## config.mk

```make
export PLATFORM = sky130hd
export DESIGN_NAME = axi4_w_order_sched
export DESIGN_NICKNAME = d
export VERILOG_FILES = /design/src/rtl/axi_rab_w_sched_pkg.sv /design/src/rtl/axi4_w_order_fifo.sv /design/src/rtl/axi4_w_order_sched.sv
export SDC_FILE = /design/constraint.sdc
export NUM_CORES = 1
export LEC_CHECK = 0
export ABC_AREA = 1
export ABC_CLOCK_PERIOD_IN_PS = 2600
export BUFFER_PORTS_ARGS = -buffer_cell sky130_fd_sc_hd__buf_4
export CORE_MARGIN = 1
export CORE_UTILIZATION = 35
export DETAILED_ROUTE_END_ITERATION = 12
export PLACE_DENSITY_LB_ADDON = 0.15
export SYNTH_ARGS = -nofsm -noshare
export SYNTH_HDL_FRONTEND = slang
export SYNTH_SLANG_ARGS = --single-unit
```

## constraint.sdc

```tcl
create_clock -name axi4_aclk -period 2.6 [get_ports axi4_aclk]
set_input_delay 0.39 -clock axi4_aclk [delete_from_list [all_inputs] [get_ports axi4_aclk]]
set_output_delay 0.39 -clock axi4_aclk [all_outputs]
set_load 0.02 [all_outputs]
```

## src/rtl/axi_rab_w_sched_pkg.sv

```systemverilog
// Shared types for the AXI4 W-channel order scheduler: FSM states, order-FIFO entry, burst limits.
package axi_rab_w_sched_pkg;

  localparam int unsigned AXI_MAX_BEATS  = 256;
  localparam int unsigned BEAT_CNT_W     = 9;
  // Port field is sized for the largest supported port count; users truncate to PORT_W.
  localparam int unsigned W_SCHED_PORT_W = 8;

  typedef enum logic [1:0] {
    IDLE = 2'd0,
    FWD  = 2'd1,
    DROP = 2'd2
  } w_sched_state_t;

  typedef struct packed {
    logic                      drop;
    logic [W_SCHED_PORT_W-1:0] port;
  } w_order_entry_t;

endpackage

```

## src/rtl/axi4_w_order_fifo.sv

```systemverilog
// Synchronous FIFO of AW-order entries; push is ignored when full, pop when empty.
module axi4_w_order_fifo
  import axi_rab_w_sched_pkg::*;
#(
  parameter int unsigned DEPTH = 8
) (
  input  logic           clk,
  input  logic           rst_n,
  input  logic           push,
  input  w_order_entry_t push_data,
  input  logic           pop,
  output w_order_entry_t pop_data_c,
  output logic           full_c,
  output logic           empty_c
);

  localparam int unsigned PTR_W = (DEPTH > 1) ? $clog2(DEPTH) : 1;
  localparam int unsigned CNT_W = $clog2(DEPTH + 1);

  w_order_entry_t   mem [DEPTH];
  logic [PTR_W-1:0] wr_ptr;
  logic [PTR_W-1:0] rd_ptr;
  logic [CNT_W-1:0] count;
  logic             do_push;
  logic             do_pop;

  assign full_c     = (count == CNT_W'(DEPTH));
  assign empty_c    = (count == '0);
  assign do_push    = push & ~full_c;
  assign do_pop     = pop & ~empty_c;
  assign pop_data_c = mem[rd_ptr];

  // Storage carries no reset; only pointers and count define validity.
  always_ff @(posedge clk) begin
    if (do_push) begin
      mem[wr_ptr] <= push_data;
    end
  end

  always_ff @(posedge clk or negedge rst_n) begin
    if (!rst_n) begin
      wr_ptr <= '0;
      rd_ptr <= '0;
      count  <= '0;
    end else begin
      if (do_push) begin
        wr_ptr <= wr_ptr + PTR_W'(1);
      end
      if (do_pop) begin
        rd_ptr <= rd_ptr + PTR_W'(1);
      end
      case ({do_push, do_pop})
        2'b10:   count <= count + CNT_W'(1);
        2'b01:   count <= count - CNT_W'(1);
        default: count <= count;
      endcase
    end
  end

endmodule

```

## src/rtl/axi4_w_order_sched.sv

```systemverilog
// Forwards or drains one W burst per AW-order entry, in grant order, onto the shared master W channel.
module axi4_w_order_sched
  import axi_rab_w_sched_pkg::*;
#(
  parameter int unsigned N_PORTS        = 4,
  parameter int unsigned AXI_DATA_WIDTH = 32,
  parameter int unsigned AXI_USER_WIDTH = 2,
  parameter int unsigned ORDER_DEPTH    = 8,
  parameter int unsigned PORT_W         = $clog2(N_PORTS)
) (
  input  logic                                  axi4_aclk,
  input  logic                                  axi4_arstn,
  input  logic                                  aw_push_valid,
  input  logic [PORT_W-1:0]                     aw_push_port,
  input  logic                                  aw_push_drop,
  output logic                                  aw_push_ready,
  input  logic [N_PORTS*AXI_DATA_WIDTH-1:0]     s_axi4_wdata,
  input  logic [N_PORTS*AXI_DATA_WIDTH/8-1:0]   s_axi4_wstrb,
  input  logic [N_PORTS*AXI_USER_WIDTH-1:0]     s_axi4_wuser,
  input  logic [N_PORTS-1:0]                    s_axi4_wlast,
  input  logic [N_PORTS-1:0]                    s_axi4_wvalid,
  output logic [N_PORTS-1:0]                    s_axi4_wready,
  output logic [AXI_DATA_WIDTH-1:0]             m_axi4_wdata,
  output logic [AXI_DATA_WIDTH/8-1:0]           m_axi4_wstrb,
  output logic [AXI_USER_WIDTH-1:0]             m_axi4_wuser,
  output logic                                  m_axi4_wlast,
  output logic                                  m_axi4_wvalid,
  input  logic                                  m_axi4_wready,
  output logic                                  burst_done,
  output logic [PORT_W-1:0]                     burst_done_port,
  output logic                                  protocol_err
);

  localparam int unsigned STRB_W = AXI_DATA_WIDTH / 8;

  w_sched_state_t          state;
  logic [PORT_W-1:0]       cur_port;
  logic [BEAT_CNT_W-1:0]   beat_cnt;

  w_order_entry_t          push_entry_c;
  w_order_entry_t          head_c;
  logic                    fifo_full_c;
  logic                    fifo_empty_c;
  logic                    fifo_pop_c;

  logic [AXI_DATA_WIDTH-1:0] sel_data_c;
  logic [STRB_W-1:0]         sel_strb_c;
  logic [AXI_USER_WIDTH-1:0] sel_user_c;
  logic                      sel_last_c;
  logic                      sel_valid_c;
  logic                      beat_hs_c;

  assign push_entry_c.drop = aw_push_drop;
  assign push_entry_c.port = W_SCHED_PORT_W'(aw_push_port);
  assign aw_push_ready     = ~fifo_full_c;
  assign fifo_pop_c        = (state == IDLE) & ~fifo_empty_c;

  axi4_w_order_fifo #(
    .DEPTH (ORDER_DEPTH)
  ) u_order_fifo (
    .clk        (axi4_aclk),
    .rst_n      (axi4_arstn),
    .push       (aw_push_valid),
    .push_data  (push_entry_c),
    .pop        (fifo_pop_c),
    .pop_data_c (head_c),
    .full_c     (fifo_full_c),
    .empty_c    (fifo_empty_c)
  );

  // Select the current port's W fields.
  always_comb begin
    sel_data_c  = '0;
    sel_strb_c  = '0;
    sel_user_c  = '0;
    sel_last_c  = 1'b0;
    sel_valid_c = 1'b0;
    for (int p = 0; p < int'(N_PORTS); p++) begin
      if (PORT_W'(p) == cur_port) begin
        sel_data_c  = s_axi4_wdata[p*AXI_DATA_WIDTH +: AXI_DATA_WIDTH];
        sel_strb_c  = s_axi4_wstrb[p*STRB_W +: STRB_W];
        sel_user_c  = s_axi4_wuser[p*AXI_USER_WIDTH +: AXI_USER_WIDTH];
        sel_last_c  = s_axi4_wlast[p];
        sel_valid_c = s_axi4_wvalid[p];
      end
    end
  end

  // Master W path and slave readies; idle and drop keep the master side quiet.
  always_comb begin
    m_axi4_wdata  = '0;
    m_axi4_wstrb  = '0;
    m_axi4_wuser  = '0;
    m_axi4_wlast  = 1'b0;
    m_axi4_wvalid = 1'b0;
    s_axi4_wready = '0;
    beat_hs_c     = 1'b0;
    case (state)
      FWD: begin
        m_axi4_wdata  = sel_data_c;
        m_axi4_wstrb  = sel_strb_c;
        m_axi4_wuser  = sel_user_c;
        m_axi4_wlast  = sel_last_c;
        m_axi4_wvalid = sel_valid_c;
        s_axi4_wready = N_PORTS'(m_axi4_wready) << cur_port;
        beat_hs_c     = sel_valid_c & m_axi4_wready;
      end
      DROP: begin
        s_axi4_wready = N_PORTS'(1) << cur_port;
        beat_hs_c     = sel_valid_c;
      end
      default: begin
        beat_hs_c = 1'b0;
      end
    endcase
  end

  // Burst sequencing, beat counting and completion pulse.
  always_ff @(posedge axi4_aclk or negedge axi4_arstn) begin
    if (!axi4_arstn) begin
      state           <= IDLE;
      cur_port        <= '0;
      beat_cnt        <= '0;
      burst_done      <= 1'b0;
      burst_done_port <= '0;
      protocol_err    <= 1'b0;
    end else begin
      burst_done <= 1'b0;
      case (state)
        IDLE: begin
          if (fifo_pop_c) begin
            cur_port <= PORT_W'(head_c.port);
            beat_cnt <= '0;
            state    <= head_c.drop ? DROP : FWD;
          end
        end
        FWD, DROP: begin
          if (beat_hs_c) begin
            if (beat_cnt != BEAT_CNT_W'(AXI_MAX_BEATS)) begin
              beat_cnt <= beat_cnt + BEAT_CNT_W'(1);
            end
            // A non-last beat that takes the count to the limit marks an overlength burst.
            if (!sel_last_c && (beat_cnt == BEAT_CNT_W'(AXI_MAX_BEATS - 1))) begin
              protocol_err <= 1'b1;
            end
            if (sel_last_c) begin
              burst_done      <= 1'b1;
              burst_done_port <= cur_port;
              state           <= IDLE;
            end
          end
        end
        default: state <= IDLE;
      endcase
    end
  end

endmodule
```

## After elaboration in Yosys (flattened, before gate mapping)

Memories as Yosys holds them, arrays and structs flattened.
Cells that the tools add are included.

| word-level totals | value |
|---|---|
| flip-flop bits (word level) | 27 |
| bits in writable memories | 24 |
| input port bits | 167 |
| output and inout bits | 49 |
| word-level logic and storage cells | 92 |
| memories | 1 |

| operators by class | value |
|---|---|
| add/sub/neg operators | 5 |
| equality and inequality tests | 14 |
| shifts and indexed selects | 2 |
| multiplexer cells | 42 |
| bitwise logic cells | 6 |
| reductions and logical operators | 13 |

Memories:

| name | words | bits a word | read ports | clocked after Yosys merged registers in | wr ports | line | RTL |
|---|---|---|---|---|---|---|---|
| u_order_fifo.mem | 8 | 3 | 1 | 0 | 1 | axi4_w_order_fifo.sv:20 | `w_order_entry_t mem [DEPTH];` |

Operators by type and width:

| cell | number |
|---|---|
| $mux W32 | 5 |
| $mux W9 | 3 |
| $mux W4 | 5 |
| $mux W2 | 9 |
| $pmux W9 S2 | 1 |
| $pmux W4 S2 | 2 |
| $mux W1 | 15 |
| $add A9 B1 Y9 const B | 1 |
| $eq A9 B8 Y1 const B | 1 |
| $ne A9 B9 Y1 const B | 1 |
| $reduce_and A3 Y1 | 3 |
| $add A3 B1 Y3 const B | 2 |
| $ne A2 B2 Y1 const B | 3 |
| $add A4 B1 Y4 const B | 1 |
| $and A1 B1 Y1 | 4 |
| $eq A2 B1 Y1 const B | 2 |
| $eq A2 B2 Y1 const A | 2 |
| $eq A2 B2 Y1 const B | 2 |
| $eq A4 B4 Y1 const B | 1 |
| $logic_not A2 Y1 | 2 |
| $logic_not A4 Y1 | 1 |
| $pmux W2 S2 | 1 |
| $reduce_and A4 Y1 | 1 |
| $reduce_bool A2 Y1 | 2 |
| other kinds (11) | 12 |

## Logic depth before layout (Yosys ltp)

| depth | value |
|---|---|
| depth in word-level cells | 9 |
| gate-level depth with buffers | 11 |
| gate-level depth less buffers | 11 |

## Modules after synthesis

From an unflattened synthesis, not the netlist that was laid out.

| second synthesis, totals | value |
|---|---|
| cells, all modules | 799 |
| area, all modules | 6114.6 µm² |

Modules (own cells, without submodules):

| module | times used | cells each | area each (µm²) | seq. area each (µm²) |
|---|---|---|---|---|
| axi4_w_order_fifo | 1 | 391 | 3761.1 | 2412.3 |
| axi4_w_order_sched | 1 | 408 | 2353.5 | 425.4 |

## Worst setup path after synthesis

OpenSTA, ideal clock, no wires.

| timing | value |
|---|---|
| path type | reg-to-reg |
| start | reg state[0] |
| end | reg u_order_fifo.count[3] |
| arrival | 2.027 ns |
| slack | 0.443 ns |
| stages on the path, launching flop included | 12 |
| period minus slack after synthesis | 2.157 ns |
| path through | dfrtp_1 -> inv_1 -> ha_1 -> nand2_1 -> clkinv_1 -> ha_1 -> ha_1 -> a21oi_1 -> nand2_1 -> a21oi_1 -> o21ai_0 -> xor2_1 |

| on the way | value |
|---|---|
| longest elaborated chain between the ends | 5 |
| elaborated cells between the ends (all ways) | 7 |
| classes of those cells | 2 x eq/ne; 1 x mux; 2 x bitwise; 2 x reduce/logical |

Ends and longest elaborated chain:

| what | line | RTL |
|---|---|---|
| from (decl) | axi4_w_order_sched.sv:36 | `w_sched_state_t state;` |
| from (signal assigned) | axi4_w_order_sched.sv:134 | `state <= head_c.drop ? DROP : FWD;` |
| $logic_not A2 Y1 * | axi4_w_order_sched.sv:56 | `assign fifo_pop_c = (state == IDLE) & ~fifo_empty_c;` |
| $and A1 B1 Y1 * | axi4_w_order_sched.sv:56 |  |
| $and A1 B1 Y1 * | axi4_w_order_fifo.sv:30 | `assign do_pop = pop & ~empty_c;` |
| via u_order_fifo.do_pop | axi4_w_order_fifo.sv:25 | `logic do_pop;` |
| $eq A2 B1 Y1 or $eq A2 B2 Y1 (tied branches) | axi4_w_order_fifo.sv:52 | `case ({do_push, do_pop})` |
| $pmux W4 S2 or $reduce_bool A2 Y1 (tied branches) | n/a |  |
| to (signal assigned) | axi4_w_order_fifo.sv:53 | `2'b10: count <= count + CNT_W'(1);` |
| to (signal assigned) | axi4_w_order_fifo.sv:54 | `2'b01: count <= count - CNT_W'(1);` |
| to (signal assigned) | axi4_w_order_fifo.sv:55 | `default: count <= count;` |
| to (decl) | axi4_w_order_fifo.sv:23 | `logic [CNT_W-1:0] count;` |

The timed path passes the listed nets; every way through them passes the cells marked *.
A chain may end at the register's enable or synchronous reset.

## Worst setup path in the final report

| timing | value |
|---|---|
| start | reg cur_port[0] |
| end | out m_axi4_wdata[23] |

| on the way | value |
|---|---|
| longest elaborated chain between the ends | 6 |
| elaborated cells between the ends (all ways) | 9 |
| classes of those cells | 3 x eq/ne; 5 x mux; 1 x reduce/logical |

Ends and longest elaborated chain:

| what | line | RTL |
|---|---|---|
| from (decl) | axi4_w_order_sched.sv:37 | `logic [PORT_W-1:0] cur_port;` |
| from (signal assigned) | axi4_w_order_sched.sv:132 | `cur_port <= PORT_W'(head_c.port);` |
| $logic_not A2 Y1 | axi4_w_order_sched.sv:79 | `if (PORT_W'(p) == cur_port) begin` |
| $mux W32 (3 in series) | axi4_w_order_sched.sv:79 |  |
| $mux W32 * | axi4_w_order_sched.sv:79 |  |
| $mux W32 * | axi4_w_order_sched.sv:98 | `case (state)` |
| to (decl) | axi4_w_order_sched.sv:23 | `output logic [AXI_DATA_WIDTH-1:0] m_axi4_wdata,` |

Mark *: on every way between the ends. The rest lies on a longest branch, timed or not.

==> impl_metrics.tcl <==
set metrics [dict create \
    avgSynthCellArea_um2 7.02 \
    start_util 0.358 \
    synth_seq_area_share 0.360 \
    final_nets 935 \
    critPathRequiredTime_ns 2.21 \
    num_vias 4529 \
    finClkSkew_ns 0.0126 \
    antenna_found_initial 0 \
    period_needed_ns 2.40 \
    drv_cap 0 \
    cp-end-kind "primary output" \
    synth_edf_count 24 \
    cp_top_family "flip-flops" \
    muxShareOfSynthArea 0 \
    drive_above_1_share 0.326 \
    max_stage_delay_ns 0.58 \
    area_delta_synth_final_pct 47.3 \
    grtUsageTotal 0.238 \
    ys_types 33 \
    crit_fanout 16 \
    grt_pass1_vias 4258 \
    ys_seq_elements 51 \
    maxSlewHeadroom 0.633 \
    wl_um 14200 \
    synth-main-ff-cell "dfrtp_1" \
    cts_tree "built" \
    regArea_um2 1400 \
    path_cells "nor2_2, inv_1, o22ai_1, o21bai_1, a21oi_1, buf_4" \
    port_buffers 215 \
    numCtsBuffers 5 \
    clk_latency_ns 0.31 \
    via_per_inst 5.05 \
    crit_type "flip-flop to primary output" \
    async_reset_ff_frac 0.529 \
    synthTopCellsByCount "nand2_1, nor2_1, nand3_1" \
    cts.sinks 51 \
    rows 38 \
    yosys.area_share.simple 0.304 \
    synth_compound_area_frac 0.181 \
    synth_most_common_cell "nand2_1" \
    setup_viol 0 \
    synth_top_area_share 0.186 \
    syn-num-nets 732 \
    grt_remaining_overflow 0 \
    dieArea_um2 11500 \
    dp.cells 888 \
    grt_max_degree 30 \
    wl_met3_um 843 \
    synth_warnings 0 \
    hp-class "input pin to flip-flop" \
    post-route-period-util 0.923 \
    synthCells 553 \
    start_kind "flip-flop" \
    coreArea_um2 10800 \
    final_cells 897 \
    synth_fa_ha_area_frac 0.0406 \
    wl_met1_um 5860 \
    finalSetupTns_ns 0 \
    rsz0062_at_grt "no" \
    p_leak_nw 2.94 \
    first_pass_iters 5 \
    finalPower_mw 5.67 \
    drt-wirelength-per-cell_um 15.8 \
    path_buf_inv 2 \
    synth_top_family_by_area "simple AND/OR/NAND/NOR gates" \
    outcome "finished clean" \
    multi_input_area_um2 2100 \
    root_buffer "clkbuf_8" \
    die_w_um 107 \
    clkSlewWorstSetupHoldPaths_ns 0.10 \
    crit_path_top_delay_cell "dfrtp_1" \
    place_congestion 0.903 \
    ioPinCount 216 \
    n_antenna_cell 0 \
    drtAntennaViolNets 0 \
    synthXorXnorAreaFrac 0.0158 \
    dp_hpwl_um 11000 \
    worstPathArrival_ns 2.01 \
    clk_path_buf_depth 2 \
    synth_area_leaders "edfxtp_1, dfrtp_1, nand2_1" \
    die_h_um 107 \
    drt_iter0_drc 388 \
    fmaxAchievable_mhz 417 \
    top_layer "met4" \
    nFillCells 1040 \
    yosys.area.top_type "edfxtp_1" \
    drcViolationCount 0 \
    grt_pass1_wl_um 21500 \
    cts_resized 0 \
    tightest_slew_ns 0.551 \
    synth.cell_area_um2 3880 \
    finalHoldViolations 0 \
    final_max_slew_viol_count 0 \
    ctsHtreeMaxLevel 2 \
    ir_drop_mv 0.561 \
    power_density_nw_per_um2 991 \
    wl_met2_um 7150 \
]
[cell type report]
cell class	count	area share
clock buffers	5	0.0120
clock inverters	3	0.00459
inverters	66	0.0433
multi-input cells	405	0.367
flip-flops and latches	51	0.244
well taps	140	0.0306
repair buffers	227	0.298
[routing by layer]
layer / global-route usage / vias to the layer above
met3: 0.0333 / 19
li1: - / 2272
met1: 0.291 / 2088
met2: 0.435 / 150
met5: 0 / -
met4: 0.0616 / 0
[repair_timing]
item,4_1_cts,5_1_grt
hold endpoints to repair,27,0
setup buffers,0,0
endpoints found under the setup margin,0,0
hold buffers,1,0
[path summary, 6_finish.rpt]
check	startpoint	endpoint	slack, ns	cells after the start
max in group asynchronous	axi4_arstn	u_order_fifo.count[0]	1.80	2
min in group asynchronous	axi4_arstn	u_order_fifo.wr_ptr[2]	0.53	2
setup / recovery	cur_port[0]	m_axi4_wdata[23]	0.20	6
hold / removal	aw_push_port[1]	u_order_fifo.mem[4][1]	0.32	1
hold reg to reg	protocol_err	protocol_err	0.49	1
setup reg to reg	state[0]	u_order_fifo.count[3]	0.30	11
[power by group]
part           switching, mW  leakage, nW  internal, mW  total (mW)
sequential             0.219        0.563          1.06        1.28
combinational           2.46         2.33          1.45        3.91
clock                  0.278       0.0491         0.198       0.476
total                   2.95         2.94          2.71        5.67
[flip-flops by register name, summed over array words and instances, names as in the netlist, 2 cells and up]
name                 count
u_order_fifo.mem        24
beat_cnt                 9
burst_done_port          2
state                    2
cur_port                 2
u_order_fifo.rd_ptr      3
u_order_fifo.count       4
u_order_fifo.wr_ptr      3
[per-stage QoR]
stage	cell area (um^2)	hold slack, ns	setup slack (ns)	util
detailed placement	5620	0.329	0.330	0.518
floorplan	3880	0.0944	0.443	-
CTS	5720	0.311	0.195	0.528
global placement	5620	0.327	0.438	0.518
global route	5720	0.303	0.0303	0.528
finish	5720	0.316	0.200	0.528
[cell usage in the layout, fill, tap and decap left out, types with 19 or more instances in the layout]
| cell type | netlist | layout |
|---|---|---|
| buf_4 | 2 | 226 |
| nand2_1 | 116 | 116 |
| nor2_1 | 66 | 66 |
| nand3_1 | 64 | 64 |
| inv_1 | 62 | 62 |
| o21ai_0 | 41 | 41 |
| dfrtp_1 | 27 | 27 |
| o211ai_1 | 24 | 24 |
| edfxtp_1 | 24 | 24 |
| a21oi_1 | 19 | 19 |
[cells by family (layout without fill, tap and decap cells)]
| group | Yosys count | in the layout |
|---|---|---|
| XOR/XNOR | 7 | 7 |
| AND/OR/NAND/NOR | 273 | 273 |
| flip-flops | 51 | 51 |
| AO/OA/AOI/OAI | 113 | 113 |
| buffers and inverters | 97 | 301 |
| adder cells (fa/ha/maj) | 12 | 12 |
(Power assumes the default switching activity.)
